<file path="src/rtl/edge_stage_scheduler.sv">
// Edge pipeline scheduler: runs median, gaussian, sobel, non-max and
// hysteresis over one IMG_DIM x IMG_DIM image. Each stage scans the image
// one K-tall column per cycle and collects sub-module outputs into the
// tmp/angle files, with a border write-back request between stages.
module edge_stage_scheduler #(
  parameter int unsigned IMG_DIM   = 20,
  parameter int unsigned ADDR_W    = 9,
  parameter int unsigned DRAIN_MAX = 8
) (
  input  logic              clk,
  input  logic              reset,
  input  logic              load_end,
  input  logic              mod_readable,
  output logic [2:0]        op,
  output logic [4:0]        mod_en,
  output logic              mod_clear,
  output logic              rd_valid,
  output logic [ADDR_W-1:0] rd_ind0,
  output logic [ADDR_W-1:0] rd_ind1,
  output logic [ADDR_W-1:0] rd_ind2,
  output logic [ADDR_W-1:0] rd_ind3,
  output logic [ADDR_W-1:0] rd_ind4,
  output logic              wr_en,
  output logic              ang_wr_en,
  output logic [ADDR_W-1:0] wr_ind,
  output logic              wb_start,
  output logic              wb_gauss,
  output logic              busy,
  output logic              done,
  output logic              err
);

  localparam int unsigned CNT_W = $clog2(IMG_DIM + 1);
  localparam int unsigned TMR_W = $clog2(DRAIN_MAX + 1);

  localparam logic [2:0] OP_GAU = 3'd2;
  localparam logic [2:0] OP_SOB = 3'd3;
  localparam logic [2:0] OP_HYS = 3'd5;

  typedef enum logic [2:0] {
    S_IDLE,
    S_SET_OP,
    S_PREPARE,
    S_SCAN,
    S_DRAIN,
    S_WRITE_BACK,
    S_DONE
  } state_t;

  state_t             state;
  logic [CNT_W-1:0]   row;
  logic [CNT_W-1:0]   col;
  logic [CNT_W-1:0]   wcnt;
  logic [TMR_W-1:0]   timer;

  logic               is_gau;
  logic [CNT_W-1:0]   half;
  logic [2:0]         k_sz;
  logic [CNT_W-1:0]   n_out;
  logic               w_full_next;
  logic               drain_tmo;
  logic [ADDR_W-1:0]  rd_idx [5];

  // Window geometry of the current stage (R == N, so n_out also bounds rows)
  always_comb begin
    is_gau = (op == OP_GAU);
    half   = is_gau ? CNT_W'(2) : CNT_W'(1);
    k_sz   = is_gau ? 3'd5 : 3'd3;
    n_out  = is_gau ? CNT_W'(IMG_DIM - 4) : CNT_W'(IMG_DIM - 2);
  end

  // Write strobe and row-completion conditions
  always_comb begin
    wr_en       = ((state == S_SCAN) || (state == S_DRAIN)) && (wcnt < n_out) && mod_readable;
    ang_wr_en   = wr_en && (op == OP_SOB);
    w_full_next = (wcnt == n_out) || (wr_en && (wcnt == n_out - 1'b1));
    drain_tmo   = (timer == TMR_W'(DRAIN_MAX - 1));
  end

  // Column read indices, top row first; rows beyond the window read 0
  always_comb begin
    for (int k = 0; k < 5; k++) begin
      rd_idx[k] = '0;
      if ((state == S_SCAN) && (3'(k) < k_sz))
        rd_idx[k] = (ADDR_W'(row) + ADDR_W'(k)) * ADDR_W'(IMG_DIM) + ADDR_W'(col);
    end
    rd_ind0 = rd_idx[0];
    rd_ind1 = rd_idx[1];
    rd_ind2 = rd_idx[2];
    rd_ind3 = rd_idx[3];
    rd_ind4 = rd_idx[4];
  end

  // State-decoded strobes and enables
  always_comb begin
    mod_en    = '0;
    if (((state == S_PREPARE) || (state == S_SCAN) || (state == S_DRAIN)) && (op != 3'd0))
      mod_en  = 5'(5'd1 << (op - 3'd1));
    mod_clear = (state == S_PREPARE);
    rd_valid  = (state == S_SCAN);
    wb_start  = (state == S_WRITE_BACK);
    wb_gauss  = (state == S_WRITE_BACK) && is_gau;
    done      = (state == S_DONE);
    busy      = (state != S_IDLE);
  end

  // Sequencer: stage/row/column counters, write pointer and error flag
  always_ff @(posedge clk) begin
    if (reset) begin
      state  <= S_IDLE;
      op     <= '0;
      row    <= '0;
      col    <= '0;
      wcnt   <= '0;
      timer  <= '0;
      wr_ind <= '0;
      err    <= 1'b0;
    end else begin
      if (wr_en) begin
        wr_ind <= wr_ind + 1'b1;
        wcnt   <= wcnt + 1'b1;
      end
      case (state)
        S_IDLE: begin
          if (load_end) begin
            err   <= 1'b0;
            state <= S_SET_OP;
          end
        end
        S_SET_OP: begin
          op    <= op + 1'b1;
          row   <= '0;
          state <= S_PREPARE;
        end
        S_PREPARE: begin
          col    <= '0;
          wcnt   <= '0;
          timer  <= '0;
          wr_ind <= (ADDR_W'(row) + ADDR_W'(half)) * ADDR_W'(IMG_DIM) + ADDR_W'(half);
          state  <= S_SCAN;
        end
        S_SCAN: begin
          col <= col + 1'b1;
          if (col == CNT_W'(IMG_DIM - 1))
            state <= S_DRAIN;
        end
        S_DRAIN: begin
          timer <= timer + 1'b1;
          if (w_full_next || drain_tmo) begin
            if (!w_full_next)
              err <= 1'b1;
            if (row != n_out - 1'b1) begin
              row   <= row + 1'b1;
              state <= S_PREPARE;
            end else if (op == OP_HYS) begin
              state <= S_DONE;
            end else begin
              state <= S_WRITE_BACK;
            end
          end
        end
        S_WRITE_BACK: begin
          state <= S_SET_OP;
        end
        S_DONE: begin
          op    <= '0;
          state <= S_IDLE;
        end
        default: begin
          state <= S_IDLE;
        end
      endcase
    end
  end

endmodule

</file>
<file path="config.mk">
export PLATFORM = sky130hd
export DESIGN_NAME = edge_stage_scheduler
export DESIGN_NICKNAME = d
export VERILOG_FILES = /design/src/rtl/edge_stage_scheduler.sv
export SDC_FILE = /design/constraint.sdc
export NUM_CORES = 1
export LEC_CHECK = 0
export ABC_AREA = 0
export BUFFER_PORTS_ARGS = -buffer_cell sky130_fd_sc_hd__buf_2
export CELL_PAD_IN_SITES_DETAIL_PLACEMENT = 1
export CELL_PAD_IN_SITES_GLOBAL_PLACEMENT = 2
export CORE_MARGIN = 2
export CORE_UTILIZATION = 34
export DETAILED_ROUTE_END_ITERATION = 10
export GPL_TIMING_DRIVEN = 0
export PLACE_DENSITY = 0.88
export SYNTH_ARGS = -nofsm -noshare
export SYNTH_HDL_FRONTEND = slang
export SYNTH_SLANG_ARGS = --single-unit
</file>
<file path="constraint.sdc">
create_clock -name clk -period 5 [get_ports clk]
set_clock_uncertainty 0.2 [all_clocks]
set_input_delay 1 -clock clk [delete_from_list [all_inputs] [get_ports clk]]
set_output_delay 1 -clock clk [all_outputs]
set_load 0.02 [all_outputs]
</file>
==> flow_summary.json, run 1 <==
{
  "cp.arrival_ps": 3720,
  "slowest_stage": "fa_2",
  "grt_start_max_net_pins": 15,
  "grt_pass1_vias": 4376,
  "cellLeakagePower_nw": 2.63,
  "grt.total_usage_pct": 17.9,
  "instances_no_fill": 803,
  "first_pass_iters": 4,
  "wl_per_cell_um": 15.9,
  "ys_warn_count": 0,
  "status": "complete, no violations",
  "grt_pass1_wl_mm": 20.9,
  "rsz0062_at_grt": "yes",
  "diodes": 0,
  "whs_endpoint": "timer[3]",
  "drive_above_1_share_pct": 21.1,
  "r2r-end": "wr_ind[8]",
  "p_total_uw": 842,
  "layout_commonest_cell": "buf_2",
  "synth.area.top_cells": "ha_1 20%, dfxtp_1 16%, xor2_1 6.1%",
  "wirelength_mm": 12.8,
  "die_area_sq_um": 13900,
  "antenna_left": 0,
  "ys_seq_elements": 35,
  "fmax_mhz": 203,
  "root_buffer": "clkbuf_16",
  "drc": 0,
  "clk_pin_slew_ps": 50,
  "cts-htree-levels": 2,
  "chipWidth_um": 118,
  "path_class": "reg -> out",
  "yosys.area.top_type": "ha_1",
  "cts_sinks": 35,
  "final_hold_viol_count": 0,
  "drv_slew": 0,
  "grt_overflow": 0,
  "critical-path-max-stage-delay_ps": 590,
  "max_cap_violations": 0,
  "clock_path_buffers": 2,
  "ir_worst_vdd_mv": 0.164,
  "final_cell_mix": "78 x buf_2, 69 x nor2_1, 69 x ha_1",
  "syn-cell-area_sq_um": 4420,
  "final_util_pct": 41.7,
  "fp-row-count": 41,
  "port_buffers": 74,
  "drt_iter0_markers": 157,
  "ys_seq_area_share_pct": 15.9,
  "ys.flop_type": "dfxtp_1",
  "reg2reg_from": "op[0]",
  "crit_chain": "clkinvlp_4, ha_1, a21oi_2, xnor2_2, ha_1, ha_1, fa_2, nand2_1, o21bai_1, a32o_1, a211oi_2, mux2i_1, buf_4",
  "fin_crit_ps": 4920,
  "cp_max_fo": 4,
  "antenna_found_initial": 0,
  "core_sq_um": 12700,
  "period_share_pct": 98.5,
  "vias_per_cell": 5.20,
  "gp_congestion": 0.814,
  "hold_depth": 1,
  "dieHeight_um": 118,
  "holdCritStartpoint": "timer[3]",
  "initial_utilization_pct": 34.9,
  "slew_headroom_pct": 55.3,
  "synth_edf_count": 0,
  "syn_nets": 626,
  "hp-class": "reg -> reg",
  "via_count": 4179,
  "r2r.worst_path.cells": 15,
  "hpwl_mm": 10.2,
  "yosys.area.top_type_share_pct": 20.1,
  "dpl.cell_count": 787,
  "startpoint_type": "flip-flop",
  "io_pins": 75,
  "ys_types": 61,
  "worst_pin_slew_ps": 665,
  "fin_nets": 715,
  "async_flop_share_pct": 0,
  "path_common_cell": "ha_1",
  "syn_area_per_cell_sq_um": 8.17,
  "postSynthCellCount": 541,
  "end_kind": "primary output",
  "setup_viol": 0,
  "syn_to_final_growth_pct": 19.5,
  "rrSetupSlack_ps": 1230,
  "critPathRequiredTime_ps": 3800,
  "clk_latency_ps": 280,
  "cts_tree": "done",
  "pwr_density_cell_nw_per_um2": 159,
  "cts_buffers": 5
}
## power by group
group / switching (mW) / internal [mW]
combinational: 0.148 / 0.0750
sequential: 0.0210 / 0.298
clock: 0.115 / 0.184
total: 0.285 / 0.557
## synthesized netlist by cell type (all sizes together) (10+ instances only)
library cell,number
ha,71
clkbuf,10
nor2b,16
nand2,30
nor3,12
and2,14
a21oi,22
fa,10
and3,11
nor2,69
xnor2,26
xor2,31
a21o,10
dfxtp,35
inv,36
a211oi,11
nand3,10
buf,16
## worst max-delay path, delay by kind of cell (launching register included)
kind / cells / cell delay [ps]
muxes: 1 / 220
xor gates and xnor gates: 1 / 160
adders and majority gates: 4 / 1330
and+or+nand+nor: 1 / 100
AOI/OAI and AO/OA: 4 / 930
DFF: 1 / 400
buffers and inverters: 2 / 300
## cell families (layout without fill, tap and decap cells)
group / after synthesis / count (layout) / share of synthesized area [%]
fa+ha+maj: 82 / 82 / 24.9
compound gates: 102 / 102 / 17.2
mux: 5 / 5 / 1.13
simple gates: 198 / 198 / 23.1
flops: 35 / 35 / 15.9
buf+inv: 62 / 152 / 6.51
xor+xnor: 57 / 57 / 11.3
## routing by layer
layer  up-vias  global-route usage, %  routed length [um]
met1      2013                   21.7                5740
met2        79                   33.8                6470
met3        11                   2.28                 464
li1       2076                      -                   -
met4         0                   3.46                 125
met5         -                      0                   0
## how the worst max path moves through the flow
stage | startpoint | end | slack (ps)
finish | row[1] | rd_ind3[8] | 80
global route | row[1] | rd_ind3[8] | -100
CTS | row[3] | rd_ind1[8] | 20
detailed placement | row[1] | rd_ind3[8] | -230
global placement | row[1] | rd_ind3[8] | -170
floorplan | row[1] | rd_ind3[8] | 260
## through the flow
| stage | worst slack (ps) | setup TNS (ps) | instance area [sq um] | hold slack, ps |
|---|---|---|---|---|
| after floorplan | 262 | 0 | 4420 | 237 |
| after global placement | -167 | -167 | 5000 | 251 |
| after detailed placement | -227 | -227 | 5000 | 266 |
| after CTS | 21.9 | 0 | 5180 | 282 |
| after global routing | -99.7 | -99.7 | 5280 | 303 |
| final | 75.5 | 0 | 5280 | 278 |
## sequential cells by signal (all words and copies together) (netlist names)
name / flops
state: 3
timer: 4
err: 1
row: 5
col: 5
op: 3
wr_ind: 9
wcnt: 5
## area by class of cell
| type | count | area [sq um] |
|---|---|---|
| inverter | 36 | 139 |
| multi-input combinational | 444 | 3490 |
| clock inverter | 1 | 5.00 |
| clock buffer | 7 | 133 |
| timing repair buffer | 82 | 433 |
| sequential | 35 | 711 |
| tap | 172 | 215 |
| fill | 1556 | 7390 |
| buffer | 26 | 156 |
## timing repair
| action | CTS | global route |
|---|---|---|
| gates resized for setup | 7 | 17 |
| endpoints found under the setup margin | 3 | 3 |
| cloned | 0 | 0 |
| pin swaps | 0 | 2 |
| setup buffers | 4 | 4 |
| hold buffers | 0 | 0 |
No activity file was read; power rests on OpenSTA's default activity.
==> run 2, diff against run 1 <==
--- a/config.mk
+++ b/config.mk
@@ -14,6 +14,7 @@
 export DETAILED_ROUTE_END_ITERATION = 10
 export GPL_TIMING_DRIVEN = 0
 export PLACE_DENSITY = 0.88
+export REMOVE_ABC_BUFFERS = 1
 export SYNTH_ARGS = -nofsm -noshare
 export SYNTH_HDL_FRONTEND = slang
 export SYNTH_SLANG_ARGS = --single-unit
==> run 2 against run 1 <==
Effect of this change: sequential power up 3%; die area unchanged; clock-buffer cell count stayed put; first-iteration DRC count fell by 3.8%; combinational power down 13%; cell area decreased by 2.5%; critical path depth did not move; hold slack got worse by 2.4 ps; sequential share of layout area up 0.46 points; final cell count is 3.0% lower; flip-flop and latch count is the same; critical path type unchanged; largest cell class unchanged.
==> flow_summary.json, run 2 (synthesis results as in run 1) <==
{
  "rsz0062_at_grt": "no",
  "place_ws_ps": -250,
  "worst_pin_slew_ps": 989,
  "port_buffers": 74,
  "clk_pin_slew_ps": 60,
  "grt_overflow": 0,
  "wl_per_cell_um": 15.6,
  "fp-row-count": 41,
  "p_switching_uw": 282,
  "cts-htree-levels": 2,
  "regMostFlops": "wr_ind",
  "slew_headroom_pct": 33.9,
  "first_pass_iters": 4,
  "fin_nets": 691,
  "cp_max_fo": 5,
  "via_count": 4069,
  "dpl_cell_area_sq_um": 4850,
  "hp-class": "reg -> reg",
  "status": "complete, no violations",
  "timing.setup.tns_ps": 0,
  "final_cell_mix": "74 x buf_2, 69 x nor2_1, 69 x ha_1",
  "antenna_left": 0,
  "finalWorstSetupSlack_ps": 182,
  "clkPwrFrac_pct": 38.9,
  "cts_tree": "done",
  "grt_pass1_wl_mm": 20.7,
  "grt.total_usage_pct": 17.7,
  "startpoint_type": "flip-flop",
  "io_pins": 75,
  "swShare_pct": 32.9,
  "drive_above_1_share_pct": 19.6,
  "drt_iter0_markers": 151,
  "gp_congestion": 0.789,
  "p_int_uw": 573,
  "final_hold_viol_count": 0,
  "layout_commonest_cell": "buf_2",
  "ir_worst_vdd_mv": 0.190,
  "cts_sinks": 35,
  "grt_start_max_net_pins": 32,
  "clk_latency_ps": 280,
  "cts_buffers": 5,
  "critPathRequiredTime_ps": 3800,
  "largest_reg_flops": 9,
  "die_area_sq_um": 13900,
  "path_class": "reg -> out",
  "setup_viol": 0,
  "comb_power_share_pct": 22.7,
  "max_cap_violations": 0,
  "drv_slew": 0,
  "clock_path_buffers": 2,
  "chipWidth_um": 118,
  "pwr_density_cell_nw_per_um2": 166,
  "instances_no_fill": 779,
  "drc": 0,
  "core_sq_um": 12700,
  "cp.arrival_ps": 3620,
  "grt_pass1_vias": 4184,
  "fill_cells": 1564,
  "end_kind": "primary output",
  "diodes": 0,
  "antenna_found_initial": 0,
  "pwr-share-seq_pct": 38.5,
  "vias_per_cell": 5.22,
  "cellLeakagePower_nw": 2.55,
  "fmax_mhz": 208,
  "period_share_pct": 96.4,
  "wirelength_mm": 12.1,
  "syn_to_final_growth_pct": 16.6,
  "design_area_sq_um": 5150,
  "root_buffer": "clkbuf_16",
  "fin_crit_ps": 4820,
  "dpl.cell_count": 761,
  "hpwl_mm": 9.45,
  "dieHeight_um": 118,
  "initial_utilization_pct": 34.9,
  "final_util_pct": 40.6
}
## run 2: worst paths after layout
check | start | endpoint | slack [ps] | cells past startpoint
hold / removal | timer[3] | timer[3] | 280 | 1
setup reg to reg | op[0] | wr_ind[8] | 1110 | 15
setup / recovery | row[1] | rd_ind3[8] | 180 | 13
hold reg to reg | timer[3] | timer[3] | 280 | 1
## run 2: final cells by class
cell class	instances	area, sq um	area share [%]
clock buffers	7	153	2.96
multi-input cells	444	3470	67.4
clock inverters	1	7.51	0.146
flip-flops and latches	35	717	13.9
inverters	36	139	2.70
repair buffers	84	445	8.65
well taps	172	215	4.18
## run 2: worst max-delay path: stages (launching register included)
cell and delay, ps:
dfxtp_4 390, clkinvlp_4 140, ha_1 230, a21oi_2 210, xnor2_2 160, ha_1 270, ha_1 230, fa_2 580
nand2_1 80, o21bai_1 190, a32o_1 280, a211oi_2 220, mux2i_1 190, buf_2 170
## run 2: layer usage
metal / global-route usage (%) / part of all wire (%)
met5: 0 / 0
met4: 2.64 / 0.73
met3: 2.23 / 2.6
met2: 32.5 / 51
met1: 22.3 / 46
## run 2: power groups by stage
stage	Sequential, mW	Clock (mW)	Combinational (mW)
after floorplan	0.347	0	0.116
final	0.329	0.332	0.194
after global placement	0.334	0	0.191
after detailed placement	0.336	0	0.195
after CTS	0.329	0.339	0.196
after global routing	0.334	0.353	0.219
## run 2: timing repair
item / CTS / global route
gates resized for setup: 9 / 10
setup endpoints to repair: 3 / 3
hold buffers: 0 / 0
setup buffers: 4 / 6
pin swaps: 0 / 1
## run 2: per-stage QoR
| stage | hold slack (ps) | total power, mW |
|---|---|---|
| finish | 276 | 0.855 |
| global route | 304 | 0.905 |
| CTS | 279 | 0.865 |
| detailed placement | 270 | 0.532 |
| global placement | 250 | 0.525 |
| floorplan | 232 | 0.463 |
==> run 3, diff against run 2 <==
--- a/config.mk
+++ b/config.mk
@@ -10,10 +10,10 @@
 export CELL_PAD_IN_SITES_DETAIL_PLACEMENT = 1
 export CELL_PAD_IN_SITES_GLOBAL_PLACEMENT = 2
 export CORE_MARGIN = 2
-export CORE_UTILIZATION = 34
+export CORE_UTILIZATION = 31
 export DETAILED_ROUTE_END_ITERATION = 10
 export GPL_TIMING_DRIVEN = 0
-export PLACE_DENSITY = 0.88
+export PLACE_DENSITY = 0.84
 export REMOVE_ABC_BUFFERS = 1
 export SYNTH_ARGS = -nofsm -noshare
 export SYNTH_HDL_FRONTEND = slang
==> constraint.sdc (replaced) <==
create_clock -name clk -period 4.1 [get_ports clk]
set_clock_uncertainty 0.2 [all_clocks]
set_input_delay 0.82 -clock clk [delete_from_list [all_inputs] [get_ports clk]]
set_output_delay 0.82 -clock clk [all_outputs]
set_load 0.02 [all_outputs]
==> run 3 against run 2 <==
Effect of this change: the flow now finishes with violations (negative setup slack); clock power increased by 34%; critical path depth unchanged; combinational power increased by 28%.
==> flow_summary.json, run 3 (synthesis results as in run 1) <==
{
  "status": "finished with violations",
  "failed_checks": "negative setup slack",
  "clk_pin_slew_ps": 60,
  "fin_crit_ps": 4560,
  "largest_reg_flops": 9,
  "setup_viol": 4,
  "end_kind": "primary output",
  "clock_path_buffers": 2,
  "p_total_mw": 1.10,
  "via_count": 4344,
  "fmax_mhz": 219,
  "layout_commonest_cell": "buf_2",
  "postCtsHoldBufs": 0,
  "hpwl_mm": 9.58,
  "final_cell_mix": "70 x buf_2, 68 x nor2_1, 58 x ha_1",
  "die_area_sq_um": 15200,
  "slew_headroom_pct": 43.3,
  "gp_congestion": 0.814,
  "cts_sinks": 35,
  "regMostFlops": "wr_ind",
  "startpoint_type": "flip-flop",
  "diodes": 0,
  "root_buffer": "clkbuf_16",
  "io_pins": 75,
  "final_hold_viol_count": 0,
  "cp_max_fo": 3,
  "cts-htree-levels": 2,
  "drv_slew": 0,
  "clk_latency_ps": 280,
  "wirelength_mm": 14.5,
  "grt.total_usage_pct": 18.4,
  "vias_per_cell": 5.30,
  "antenna_left": 0,
  "worst_pin_slew_ps": 847,
  "antenna_found_initial": 0,
  "dieHeight_um": 123,
  "grt_pass1_wl_mm": 22.3,
  "critPathRequiredTime_ps": 3080,
  "grt_overflow": 0,
  "drive_above_1_share_pct": 29.1,
  "initial_utilization_pct": 31.8,
  "fin_nets": 723,
  "chipWidth_um": 123,
  "drt_iter0_markers": 115,
  "period_share_pct": 111,
  "syn_to_final_growth_pct": 30.5,
  "finalWorstSetupSlack_ps": -464,
  "core_sq_um": 13900,
  "grt_pass1_vias": 4318,
  "cellLeakagePower_nw": 2.73,
  "design_area_sq_um": 5760,
  "timing.setup.tns_ps": -1130,
  "fp-row-count": 43,
  "grt_start_max_net_pins": 32,
  "first_pass_iters": 4,
  "fill_cells": 1690,
  "cts_buffers": 5,
  "drc": 0,
  "cts_tree": "done",
  "ir_worst_vdd_mv": 0.169,
  "rsz0062_at_grt": "yes",
  "wl_per_cell_um": 17.7,
  "cp.arrival_ps": 3540,
  "path_class": "reg -> out",
  "max_cap_violations": 0,
  "pwr_density_cell_nw_per_um2": 191,
  "hp-class": "reg -> reg",
  "dpl_cell_area_sq_um": 4860,
  "port_buffers": 74
}
run 3: area by class of cell:
type	count	area [sq um]	share of cell area, %
inverters	36	143	2.47
clock buffers	5	125	2.17
flip-flops and latches	35	719	12.5
multi-input cells	445	3770	65.4
well taps	180	225	3.91
repair buffers	115	736	12.8
clock inverters	3	43.8	0.760
run 3: per-stage QoR:
stage | hold slack (ps) | std cells | util [%] | setup slack [ps]
after floorplan | 232 | 515 | - | -459
after global placement | 249 | 769 | 35.0 | -914
after detailed placement | 268 | 769 | 35.0 | -953
after CTS | 284 | 803 | 39.9 | -359
after global routing | 293 | 819 | 41.5 | -555
final | 279 | 819 | 41.5 | -464
run 3: path summary, 6_finish.rpt:
check / from / end / slack (ps) / cells after the start
max: row[1] / rd_ind3[8] / -460 / 13
min: timer[3] / timer[3] / 280 / 1
max reg2reg: row[1] / wr_ind[8] / 490 / 16
min reg2reg: timer[3] / timer[3] / 280 / 1
run 3: what timing repair did:
action	CTS	global route
gates cloned	1	0
buffers inserted	25	18
pin swaps	24	25
resized for setup	61	24
endpoints found under the setup margin	15	11
run 3: power by group:
group	leakage (nW)	internal [mW]	switching (mW)	total, mW
clock network	0.0838	0.287	0.158	0.445
registers	0.287	0.361	0.0449	0.406
logic	2.36	0.0843	0.164	0.249
run 3: worst max-delay path: stages, from the launching register on:
cell and delay (ps):
dfxtp_4 380, clkinvlp_4 190, ha_4 220, a21oi_4 200, xnor2_2 150, ha_1 270
ha_2 190, fa_1 540, nand2_2 80, o21bai_4 170, a32o_2 270, a211oi_2 220
mux2i_1 220, buf_4 160
run 3: routing by layer:
layer  GRT usage (%)  part of all wire, %  up-vias
met5               0                    0        -
met4            5.61                  3.5        0
met3            2.44                  3.0       39
met2            33.3                   50       95
met1            22.3                   43     2121
li1                -                    -     2089
